==> config.mk <==
export PLATFORM = sky130hd
export DESIGN_NAME = shift_reg
export DESIGN_NICKNAME = d
export VERILOG_FILES = /design/src/rtl/shift_reg_pkg.sv /design/src/rtl/shift_reg.sv
export SDC_FILE = /design/constraint.sdc
export NUM_CORES = 1
export LEC_CHECK = 0
export BUFFER_PORTS_ARGS = -buffer_cell sky130_fd_sc_hd__buf_4
export CAP_MARGIN = 15
export CORE_AREA = 4 4 41 43
export DETAILED_ROUTE_END_ITERATION = 7
export DIE_AREA = 0 0 45 47
export PLACE_DENSITY = 0.66
export SYNTH_ARGS = -nofsm -noshare
export SYNTH_HDL_FRONTEND = slang
export SYNTH_SLANG_ARGS = --single-unit
==> constraint.sdc <==
create_clock -name clk -period 1.1 [get_ports clk]
set_clock_uncertainty 0.2 [all_clocks]
set_input_delay 0.055 -clock clk [delete_from_list [all_inputs] [get_ports clk]]
set_output_delay 0.055 -clock clk [all_outputs]
set_load 0.01 [all_outputs]
==> src/rtl/shift_reg_pkg.sv <==
// Shared definitions for the mode-controlled load/rotate register.
// The dir field encoding lives here so the RTL and any wrappers use the same codes.
package shift_reg_pkg;

    typedef logic [1:0] dir_t;

    localparam dir_t DIR_LOAD = 2'b00;
    localparam dir_t DIR_ROL  = 2'b01;
    localparam dir_t DIR_ROR  = 2'b10;
    localparam dir_t DIR_HOLD = 2'b11;

endpackage

==> src/rtl/shift_reg.sv <==
// WIDTH-bit parallel-load / rotate register with asynchronous active-low clear.
// out is taken straight from the flops, so there is no input-to-output path.
module shift_reg
    import shift_reg_pkg::*;
#(
    parameter int WIDTH = 8
) (
    input  logic             clk,
    input  logic             rstn,
    input  logic             en,
    input  dir_t             dir,
    input  logic [WIDTH-1:0] d,
    output logic [WIDTH-1:0] out
);

    logic [WIDTH-1:0] out_q;
    logic [WIDTH-1:0] out_d;

    // An unknown en falls to the hold path, so X control never loads fresh data.
    always_comb begin
        out_d = out_q;
        if (en) begin
            case (dir)
                DIR_LOAD: out_d = d;
                DIR_ROL:  out_d = {out_q[WIDTH-2:0], out_q[WIDTH-1]};
                DIR_ROR:  out_d = {out_q[0], out_q[WIDTH-1:1]};
                default:  out_d = out_q;
            endcase
        end
    end

    always_ff @(posedge clk or negedge rstn) begin
        if (!rstn) begin
            out_q <= '0;
        end else begin
            out_q <= out_d;
        end
    end

    assign out = out_q;

endmodule

* After elaboration in Yosys (flattened, before gate mapping)
Index checks and enable logic that the tools add are counted.
Storage, ports and cells: memory bits (writable) 0, ROM bits 0, bits of input ports 13, register bits 8, latch bits 0, memories 0, word-level logic and storage cells 7
Cells by class: magnitude comparators 0, div/mod/pow operators 0, $add $sub $neg 0, multiplexer cells 1, multiply operators 0, reductions and logical operators 3, bitwise operators 0, shifts and indexed selects 0, equal/unequal tests 2
Operator list (count):
- $pmux W8 S3 | 1
- $reduce_bool A3 Y1 | 1
- $eq A2 B1 Y1 const B | 1
- $eq A2 B2 Y1 const B | 1
- $logic_not A2 Y1 | 1
- $reduce_and A2 Y1 | 1

* Longest topological paths before layout
depth after elaboration 3, gate-level depth with buffers 6, depth with buffers taken out 4

* Worst setup path before layout
OpenSTA, ideal clock, no wires.
path type input to register, start point input port dir[0], end point register out_q[6], in the netlist out[6], arrival time 0.867 ns, setup slack -0.098 ns, library setup time 0.131 ns, data required time 0.769 ns, cell stages on the path 5, cells stage by stage inv_1 -> ha_1 -> buf_4 -> a221oi_1 -> o31ai_1
On the way: longest elaborated chain between the ends 3
RTL lines:
- start: declaration | line shift_reg.sv:11 | input dir_t dir,
- $eq A2 B2 Y1 (tied with other cells) | line shift_reg.sv:23 | case (dir)
- $reduce_bool A3 Y1 (no line)
- $reduce_and A2 Y1 (no line)
- end signal: assignment | line shift_reg.sv:36 | out_q <= out_d;
- end: declaration | line shift_reg.sv:16 | logic [WIDTH-1:0] out_q;
Several ways; a longest one is shown, not always the timed one. A chain may end at the register's enable or synchronous reset.

* Worst setup path after layout
start point register out_q[2], in the netlist out[2], end point register out_q[3], in the netlist out[3]
On the way: longest elaborated chain between the ends 1
RTL lines (line):
- $pmux W8 S3 | shift_reg.sv:23
No other way between the ends.

==> impl_metrics.tcl <==
set metrics [dict create \
    outcome "complete, but fails checks" \
    failing_checks "negative hold slack, negative setup slack" \
    postSynthNetCount 67 \
    dieWidth_um 45 \
    timing_hold_violations_final 6 \
    reg2reg_slack_ps -110 \
    portBuffers 20 \
    vdd_drop_max_mv 0.714 \
    critPathArrivalTime_ps 1140 \
    antenna_left 0 \
    tritoncts "built" \
    setup_failing_eps_final 13 \
    final_max_slew_viol_count 0 \
    drt_first_iter_violations 1 \
    synth-edff-count 0 \
    routed-via-count 550 \
    post_route_cells_drive_above_1_share_pct 57.8 \
    fin_worst_hold_slack_ps -13.2 \
    design.final.nets 108 \
    post_synth_most_frequent_cells "a221oi_1 (8), dfrtp_1 (8), nand2_1 (8), nor2b_1 (8), o31ai_1 (8)" \
    tritoncts.num_buffers 3 \
    synth_cells 51 \
    critPathRequiredTime_ps 1030 \
    cts-htree-levels 1 \
    synth.top_cells.by_area "dfrtp_1 (39%), a221oi_1 (14%), o31ai_1 (12%)" \
    drc 0 \
    worstSkewPairLatency_ps 260 \
    max_clock_freq_mhz 826 \
    path_class "flip-flop to flip-flop" \
    max_slew.worst_pin.slew_ps 475 \
    rsz0062_at_grt "yes" \
    number_of_max_cap_violations 0 \
    cellPowerDensity_mw_per_mm2 1230 \
    place_congestion 0.709 \
    fp-row-count 13 \
    syn2layout_area_growth_pct 90.2 \
    fillers 103 \
    holdCritPathClass "primary input to flip-flop" \
    die_h_um 47 \
    portion_of_the_post_synthesis_area_used_by_sequential_elements_pct 39.0 \
    cellLeakagePower_nw 0.444 \
    num_antenna_cells 0 \
    clockRootBuffer "clkbuf_4" \
    pre_cts_ws_ps -231 \
    largest_net_degree_at_the_start_of_global_routing 17 \
    finalWirelength_um 1430 \
    core_region_area_mm2 0.00130 \
    gr-total-overflow 0 \
    finalCritPeriodShare_pct 110 \
    end_kind "flip-flop" \
    cp-start-kind "flip-flop" \
    hpwlAfterDp_um 930 \
    dominantRegCellSynth "dfrtp_1" \
    synthesis.area_um2 513 \
    worst_slack_ps -111 \
    grt_pass1_vias 556 \
    grt_first_pass_wirelength_um 2460 \
    grt_util_all_layers_pct 17.0 \
    top_cell_type_by_total_area_after_synthesis "dfrtp_1" \
    drt-wirelength-per-cell_um 13.6 \
    drt_pass1_iterations 3 \
    clock-sinks 8 \
    routed_via_count_divided_by_cell_count 5.24 \
    die_area_mm2 0.00212 \
    cts.reportedPaths.clkPinSlew_ps 60 \
    synth_async_reset_ratio_pct 100 \
    clk_path_buf_depth 2 \
    fin_crit_ps 1210 \
    num_io_pins 21 \
    synth_top_area_share_pct 39.0 \
    largest_register_ffs 8 \
    avgSynthCellArea_um2 10.1 \
    synth-warning-count 0 \
    yosysUniqueCellTypes 12 \
    number_of_antenna_violations_at_the_first_check_in_global_routing 0 \
    slew_headroom_pct 68.3 \
    initial_utilization_pct 39.4 \
    cp_max_fo 3 \
    postSynthRegisterBits 8 \
]
[through the flow]
step	cells	setup TNS (ps)	total power, mW	utilization, %	cell area [um2]
after floorplan	51	0	0.621	-	589
after global placement	87	-1560	0.818	58.1	756
after detailed placement	87	-1700	0.825	58.1	756
after CTS	105	-847	1.21	74.7	972
after global routing	105	-1340	1.28	75.0	976
final	105	-820	1.20	75.0	976
[area by class of cell]
type                            count  area (um2)  share of cell area [%]
Timing Repair Buffer               41         393                    40.3
Multi-Input combinational cell     36         324                    33.2
Sequential cell                     8         210                    21.5
Clock buffer                        3        22.5                    2.31
Tap cell                           15        18.8                    1.92
Inverter                            2        7.51                   0.769
[critical path, stage by stage (launching register included)]
cell	delay (ps)
dfrtp_2	420
buf_4	140
a221oi_2	240
o31ai_1	80
[cells in the final DEF (no fill, tap or decap)]
master         Yosys  final
dlygate4sd3_1      0     10
buf_6              1     16
nand2_1            8      8
ha_1               3      2
nor2b_1            8      8
clkbuf_4           0      3
inv_1              2      2
buf_4              1     15
o31ai_1            8      8
ha_4               0      1
dfrtp_2            0      8
a221oi_2           0      8
nand2b_4           1      1
[cells by family after synthesis]
family	after synthesis	share of synthesized area (%)
simple gates	17	18.3
fa+ha+maj	3	7.32
buf+inv	7	10.0
compound gates	16	25.4
flops	8	39.0
[path summary, 6_finish.rpt]
path | to | cells past startpoint | startpoint
min | out[2] | 4 | en
max | out[3] | 3 | out[2]
min in group asynchronous | out[7] | 3 | rstn
max in group asynchronous | out[3] | 3 | rstn
max reg2reg | out[3] | 3 | out[2]
min reg2reg | out[1] | 2 | out[1]
[what timing repair did]
action,CTS,global route
buffers inserted,5,0
hold buffers,10,0
pin swaps,3,2
hold endpoints to repair,16,0
resized for setup,15,1
endpoints found under the setup margin,12,16
[report_power, final]
part,switching [mW],internal (mW),leakage (nW)
combinational,0.193,0.348,0.340
clock,0.106,0.125,0.0138
sequential,0.0748,0.356,0.0901
[per-layer routing]
metal	track usage, %	up-vias	part of all wire [%]
met5	0	-	0
met4	15.8	0	3.8
met3	1.53	4	4.8
met2	28.5	17	50
met1	18.8	258	42
li1	-	271	-
Power figures use the tool's default switching activity.
